==> src/rtl/stopwatch_ctrl.sv <==
// Stopwatch control FSM: decodes debounced start/stop and lap/reset buttons,
// generates the prescaled count-enable tick, the counter clear pulse and the
// display-hold (lap freeze) flag.
module stopwatch_ctrl #(
  parameter int CLK_DIV = 500000,
  parameter int PRESC_W = 19
) (
  input  logic       CLK,
  input  logic       rst_n,
  input  logic       btn_start_stop,
  input  logic       btn_lap_reset,
  output logic       tick,
  output logic       count_clr,
  output logic       disp_hold,
  output logic       running,
  output logic [1:0] state
);

  typedef enum logic [1:0] {
    IDLE  = 2'b00,
    RUN   = 2'b01,
    PAUSE = 2'b10,
    LAP   = 2'b11
  } state_t;

  localparam logic [PRESC_W-1:0] PRESC_LAST = PRESC_W'(CLK_DIV - 1);

  state_t             st;
  logic [PRESC_W-1:0] presc;
  logic               ss_prev;
  logic               lr_prev;
  logic               ss_press;
  logic               lr_press;

  // Rising-level press detection; start/stop wins when both rise together.
  always_comb begin
    ss_press = btn_start_stop & ~ss_prev;
    lr_press = btn_lap_reset & ~lr_prev & ~ss_press;
  end

  assign state = st;

  // State machine, prescaler and all registered outputs.
  always_ff @(posedge CLK or negedge rst_n) begin
    if (!rst_n) begin
      st        <= IDLE;
      presc     <= '0;
      tick      <= 1'b0;
      count_clr <= 1'b0;
      disp_hold <= 1'b0;
      running   <= 1'b0;
      // Histories start high so a button held through reset does not fire.
      ss_prev   <= 1'b1;
      lr_prev   <= 1'b1;
    end else begin
      ss_prev   <= btn_start_stop;
      lr_prev   <= btn_lap_reset;
      count_clr <= 1'b0;
      tick      <= 1'b0;

      // Prescaler advances based on the state before this edge.
      if (st == RUN || st == LAP) begin
        if (presc == PRESC_LAST) begin
          presc <= '0;
          tick  <= 1'b1;
        end else begin
          presc <= presc + 1'b1;
        end
      end

      unique case (st)
        IDLE: begin
          if (ss_press) begin
            st      <= RUN;
            running <= 1'b1;
          end else if (lr_press) begin
            count_clr <= 1'b1;
          end
        end
        RUN: begin
          if (ss_press) begin
            st      <= PAUSE;
            running <= 1'b0;
          end else if (lr_press) begin
            st        <= LAP;
            disp_hold <= 1'b1;
          end
        end
        LAP: begin
          if (ss_press) begin
            st        <= PAUSE;
            running   <= 1'b0;
            disp_hold <= 1'b0;
          end else if (lr_press) begin
            st        <= RUN;
            disp_hold <= 1'b0;
          end
        end
        PAUSE: begin
          if (ss_press) begin
            st      <= RUN;
            running <= 1'b1;
          end else if (lr_press) begin
            st        <= IDLE;
            count_clr <= 1'b1;
            presc     <= '0;
          end
        end
        default: st <= IDLE;
      endcase
    end
  end

endmodule

==> config.mk <==
export PLATFORM = sky130hd
export DESIGN_NAME = stopwatch_ctrl
export DESIGN_NICKNAME = d
export VERILOG_FILES = /design/src/rtl/stopwatch_ctrl.sv
export SDC_FILE = /design/constraint.sdc
export NUM_CORES = 1
export LEC_CHECK = 0
export BUFFER_PORTS_ARGS = -buffer_cell sky130_fd_sc_hd__buf_2
export CORE_ASPECT_RATIO = 1.2
export CORE_MARGIN = 1
export CORE_UTILIZATION = 35
export CTS_CLUSTER_DIAMETER = 80
export DETAILED_ROUTE_END_ITERATION = 16
export GPL_ROUTABILITY_DRIVEN = 0
export GPL_TIMING_DRIVEN = 0
export PLACE_DENSITY = 0.57
export SLEW_MARGIN = 20
export SYNTH_ARGS = -nofsm -noshare
export SYNTH_HDL_FRONTEND = slang
export SYNTH_SLANG_ARGS = --single-unit
==> constraint.sdc <==
create_clock -name CLK -period 2.05 [get_ports CLK]
set_input_delay 0.1025 -clock CLK [delete_from_list [all_inputs] [get_ports CLK]]
set_output_delay 0.1025 -clock CLK [all_outputs]
set_load 0.005 [all_outputs]
# ---- Yosys cells after proc, flatten, opt, wreduce, memory -nomap -nowiden
# Cells that the tools add are included.
# W data, S select, Z words.
dict set report word_totals {
  reg_bits 27
  inputBits 4
  out_inout_bits 6
  wordCells 61
}
dict set report op_classes {
  add_sub_neg 1
  n_eq_ne 12
  muxes 26
  bitwise 6
  reduce_logical 8
}
# op n
set ops {}
lappend ops {{$mux W19} 5}
lappend ops {{$add A19 B1 Y19 const B} 1}
lappend ops {{$eq A19 B19 Y1 const B} 1}
lappend ops {{$mux W2} 7}
lappend ops {{$mux W1} 11}
lappend ops {{$ne A3 B3 Y1 const B} 3}
lappend ops {{$pmux W2 S4} 1}
lappend ops {{$reduce_and A4 Y1} 2}
lappend ops {{$ne A2 B2 Y1 const B} 3}
lappend ops {{$eq A2 B2 Y1 const B} 2}
lappend ops {{$ne A2 B1 Y1 const B} 2}
lappend ops {{$pmux W1 S2} 2}
lappend ops {{$reduce_or A2 Y1} 2}
lappend ops {{$and A1 B1 Y1} 3}
lappend ops {{$not A1 Y1} 3}
lappend ops {{$eq A2 B1 Y1 const B} 1}
lappend ops {{$logic_not A2 Y1} 1}
lappend ops {{$reduce_and A2 Y1} 1}
lappend ops {{$reduce_bool A2 Y1} 1}
lappend ops {{$logic_or A1 B1 Y1} 1}

# ---- Logic depth before layout (Yosys ltp)
dict set report logic_depth {
  ltp_word 7
  depth_mapped 6
  depth_no_buf 5
}

# ---- Worst setup path after synthesis
# Ideal clock, no wire load.
dict set report synth_timing {
  path_kind {register to register}
  startpoint {register presc[12]}
  endpoint {register presc[15]}
  setup_ns 0.119
  arrival_time_ns 1.669
  setup_slack_ns 0.262
  path_stages_with_launch 6
  path_buffers 1
  synth_period_minus_slack_ns 1.788
  cell_sequence {dfrtp_1 or4b_1 or3_4 o21ai_4 buf_6 nor2_1}
}
dict set report synth_via {
  elab_chain_len 6
  word_cells_on_any_way 7
  classes_between {add/sub (1); eq/ne (1); mux (5)}
}
# element line_no
set synth_lines {}
lappend synth_lines {{from (decl)} 29} ;# logic [PRESC_W-1:0] presc;
lappend synth_lines {{from (signal assigned)} 67} ;# presc <= presc + 1'b1;
lappend synth_lines {{$add A19 B1 Y19 / $eq A19 B19 Y1 (equally long branches)} {67, 63}}
lappend synth_lines {{$mux W19 *} 63} ;# if (presc == PRESC_LAST) begin
lappend synth_lines {{$mux W19 *} 62} ;# if (st == RUN || st == LAP) begin
lappend synth_lines {{$mux W19} 103} ;# end else if (lr_press) begin
lappend synth_lines {{$mux W19} 100} ;# if (ss_press) begin
lappend synth_lines {{$mux W19 *} 71} ;# unique case (st)
# Mark *: on every way between the ends. The rest lies on a longest branch, timed or not.
# A chain may end at the register's enable or synchronous reset.

# ---- Worst setup path in the final report
dict set report layout_timing {
  startpoint {register presc[12]}
  endpoint {register presc[9]}
}
dict set report layout_via {
  elab_chain_len 6
}
# element line_no
set layout_lines {}
lappend layout_lines {{$eq A19 B19 Y1 *} 63}
lappend layout_lines {{$mux W19 *} 63}
lappend layout_lines {{$mux W19 *} 62}
lappend layout_lines {{$mux W19} 103}
lappend layout_lines {{$mux W19} 100}
lappend layout_lines {{$mux W19 *} 71}
# Marked as above.

==> results list <==
* Status: complete, no violations
* Die footprint: about 4100 sq um
- In the global route stage, overall resource usage came out at 0.139.
- Across the routed clock network, the largest skew measured is between 0.003 and 0.004 ns.
* Data arrival at the endpoint of the critical path: 2.13 ns
* Critical-path top delay cell: sky130_fd_sc_hd__or4b_1
* Crit start category: flop
* Worst Setup EP: presc[9]$_DFF_PN0_
* Most used flip-flop cell after synthesis: sky130_fd_sc_hd__dfrtp_1
- After floorplanning, the core was divided into 24 placement rows.
* Fraction of the mapped netlist area in compound gates: 0.0737
- Dividing the synthesized area by the synthesized cell count gives 10.3 sq um.
* Postcts setup bufs: 0
* Wire length reported by the detailed router: 2500 um
- Peak fanout along the critical path: 10
- Setup violations remaining at the end of the flow were counted as 0.
* Share of the clock period used by the worst path: 0.959
- Tracing the worst setup path back leads to its startpoint at presc[12]$_DFF_PN0_.
- Yosys attributes the largest share of cell area to sky130_fd_sc_hd__dfrtp_1 (47%), sky130_fd_sc_hd__xnor2_1 (8.5%), sky130_fd_sc_hd__nor2_1 (5.6%), sky130_fd_sc_hd__dfstp_2 (3.9%), sky130_fd_sc_hd__nand2_1 (2.5%).
- Max-cap violations in this run came to 0.
- H-tree level count: 1
* Clock period minus final worst setup slack: 1.97 ns
- The first global-routing pass estimated 4260 um of wire.
- Destination of the worst register-to-register timing path: presc[9]$_DFF_PN0_
- I/O pin count: 10
* Critical register-to-register path startpoint: presc[12]$_DFF_PN0_
* Ratio of routed vias to standard cells: 4.94
* Chip Width: 58.5 um
* Worst reg-to-reg setup slack: 0.08 ns
- Cells resized by post-CTS repair: 0
- Of the total synthesized cell area, the portion taken by XOR and XNOR cells is 0.104.
* Worst-case hold slack: about 0.36 ns
- The worst register-to-register path has a depth of 5.
- Root buf cell: sky130_fd_sc_hd__clkbuf_8
* Placed wire-length estimate after detailed placement: around 1800 um
* Start-to-end type of the worst setup path: flop to flop
* Measured slew at the worst slew-check pin: 0.584 ns
- Part of the Yosys area used for sequential elements: 0.506
* Post-synth design cell area: 1340 sq um
- Clock-pin slew was measured on the worst setup and hold paths at ~0.090 ns.
- Violation count after the first detailed-routing iteration: 18
* Overall power consumption: around 1400 uW
* Number of synthesized flops with an enable pin: 0
- The clock reaches the later pin of the worst-skew pair after 0.27 ns.
- Slew Limit Headroom: 0.611
- The count of buffers added on input and output ports is 9.
- The final number of max-transition violations is 0.
* Class of the tightest hold or removal check: input port to async pin
- For this run, the slowest stage of the critical path takes 0.52 ns.
- In this run, synthesis produced a sequential element count of 27.
* Number of nets in the finished design: around 150
- Total global routing overflow: 0
- Of all cell types, the one taking the most synthesized area is sky130_fd_sc_hd__dfrtp_1.
- Entering global routing, the biggest net connects 28 pins.
- Post-DR wirelength/cell: 12.6 um
- The area growth from synthesis to layout is 13.8%.
- For this design the static power due to leakage is between 0.0006 and 0.0007 uW.
* Share of flip-flops with an asynchronous set or reset: 1.00
* Post-DRT Antenna Nets: 0
- Fraction of the mapped netlist area in adder cells: 0.00933
* Worst Path Required: 2.22 ns
- Number of cells produced by synthesis: 130
* Combinational family with the most area after synthesis: simple AND/OR/NAND/NOR gates
- Net count after synthesis: 135
- Die Span Y: 69.8 um
- The signal on the critical path passes through or4b_1 > or3_4 > o21ai_4 > buf_6 > nor2_1.
- Capturing element type of the critical path: flop
- Diodes inserted: 0
- Clock tree synthesis inserted a total of 3 buffers.
- For this run, design rule violations remaining after detail routing come to 0.
* Number of vias in the routed layout: between 900 and 1000
- The core region is 3660 sq um.
- Setup total negative slack: 0 ns
* Worst ir drop on vdd: 0.000508 V
- Clk sink count: 27
* Number of buffers inserted by hold repair at cts: 3
* Clock tree from TritonCTS: yes
- Of the total synthesized cell area, the portion taken by AND, OR, NAND and NOR gates is 0.279.
* Number of inserted filler cells in the final layout: 380
- Starting density of the core: 0.366
* Number of unique standard cell types used by synthesis: 39
- Bufs on Longest Clock Path: 2
- Yosys synthesis warning count: 0
* Multi-input logic area: 626 sq um
- List of most frequent post-synthesis cells: sky130_fd_sc_hd__dfrtp_1 (25), sky130_fd_sc_hd__nor2_1 (20), sky130_fd_sc_hd__xnor2_1 (13)
* Final count of hold timing violations: 0
* F_max: 509 MHz
- The number of global-route vias before repair is 971.
- The number of antenna violations at the first check in global routing was 0.
- By instance count, the leading cell after synthesis is sky130_fd_sc_hd__dfrtp_1.
* Share of cells above drive strength 1: 0.164
- The first detailed-routing pass took 6 iterations.
- In the final layout, flip-flops and latches occupy slightly below 700 sq um.
- Share of the synthesized area in the top cell type: 0.466
- Of the post-synthesis cell area, the part taken by muxes is 0.
- Power per unit of standard cell area: 897 nW/um^2
* Setup repair after global routing missed its margin: false
-- logic make-up (layout without fill, tap and decap cells) --
logic type | Yosys count | in the layout
buf+inv | 8 | 24
fa+ha+maj | 1 | 1
flops | 27 | 27
simple gates | 64 | 64
compound gates | 14 | 14
xor+xnor | 16 | 16
-- report_power, final --
part	total, uW	switching, uW	internal (uW)
logic	318	169	149
clock network	302	162	139
registers	750	121	628
-- cell usage in the layout (no fill, tap or decap), drive strengths merged, types with 2 or more instances in the layout --
cell,instances
clkbuf,6
o31ai,2
buf,10
nand2,9
xnor2,13
and3,2
or3,3
and2,2
dlygate4sd3,3
xor2,3
nand2b,2
inv,5
nor4,4
nor2,20
and4,2
nand4,5
a21oi,4
dfrtp,25
dfstp,2
o21ai,4
or4,3
nand3,6
-- worst min-delay path by stage --
stage                     start                   to  slack [ns]
after detailed placement  rst_n   presc[4]$_DFF_PN0_        0.15
after global routing      rst_n   presc[5]$_DFF_PN0_        0.44
after global placement    rst_n   presc[5]$_DFF_PN0_        0.14
after CTS                 rst_n   presc[4]$_DFF_PN0_        0.40
final                     rst_n   presc[4]$_DFF_PN0_        0.36
after floorplan           rst_n  count_clr$_DFF_PN0_       -0.19
-- sequential cells by signal (all words and copies together), names as in the netlist --
name,count
ss_prev,1
presc,19
state,2
disp_hold,1
tick,1
count_clr,1
running,1
lr_prev,1
-- worst max-delay path, delay by kind of cell (launching register included) --
kind / cells / cell delay [ns]
buffers and inverters: 1 / 0.19
AO/OA/AOI/OAI: 1 / 0.30
AND/OR/NAND/NOR: 3 / 0.94
flip-flops: 1 / 0.43
-- per-stage QoR --
stage | worst slack, ns | cells | cell area, sq um | util
after floorplan | 0.262 | 130 | 1340 | -
final | 0.0842 | 198 | 1530 | 0.417
after global placement | 0.0908 | 191 | 1450 | 0.396
after global routing | 0.0216 | 198 | 1530 | 0.417
after CTS | 0.0854 | 198 | 1530 | 0.417
after detailed placement | 0.0855 | 191 | 1450 | 0.396
-- per-layer routing --
layer	vias up	GRT usage	wire [um]	share of wire
met3	4	0.0168	49	0.020
met1	479	0.159	1070	0.43
met4	0	0.0635	48	0.019
li1	483	-	-	-
met5	-	0	0	0
met2	13	0.249	1330	0.53
-- area by class of cell --
| class | instances | area share |
|---|---|---|
| buffer | 3 | 0.0123 |
| clock buffer | 4 | 0.0295 |
| inverter | 5 | 0.0123 |
| multi-input combinational | 95 | 0.410 |
| sequential | 27 | 0.444 |
| tap | 52 | 0.0426 |
| timing repair buffer | 12 | 0.0492 |
Note: power is estimated with default switching activity, not from simulation.
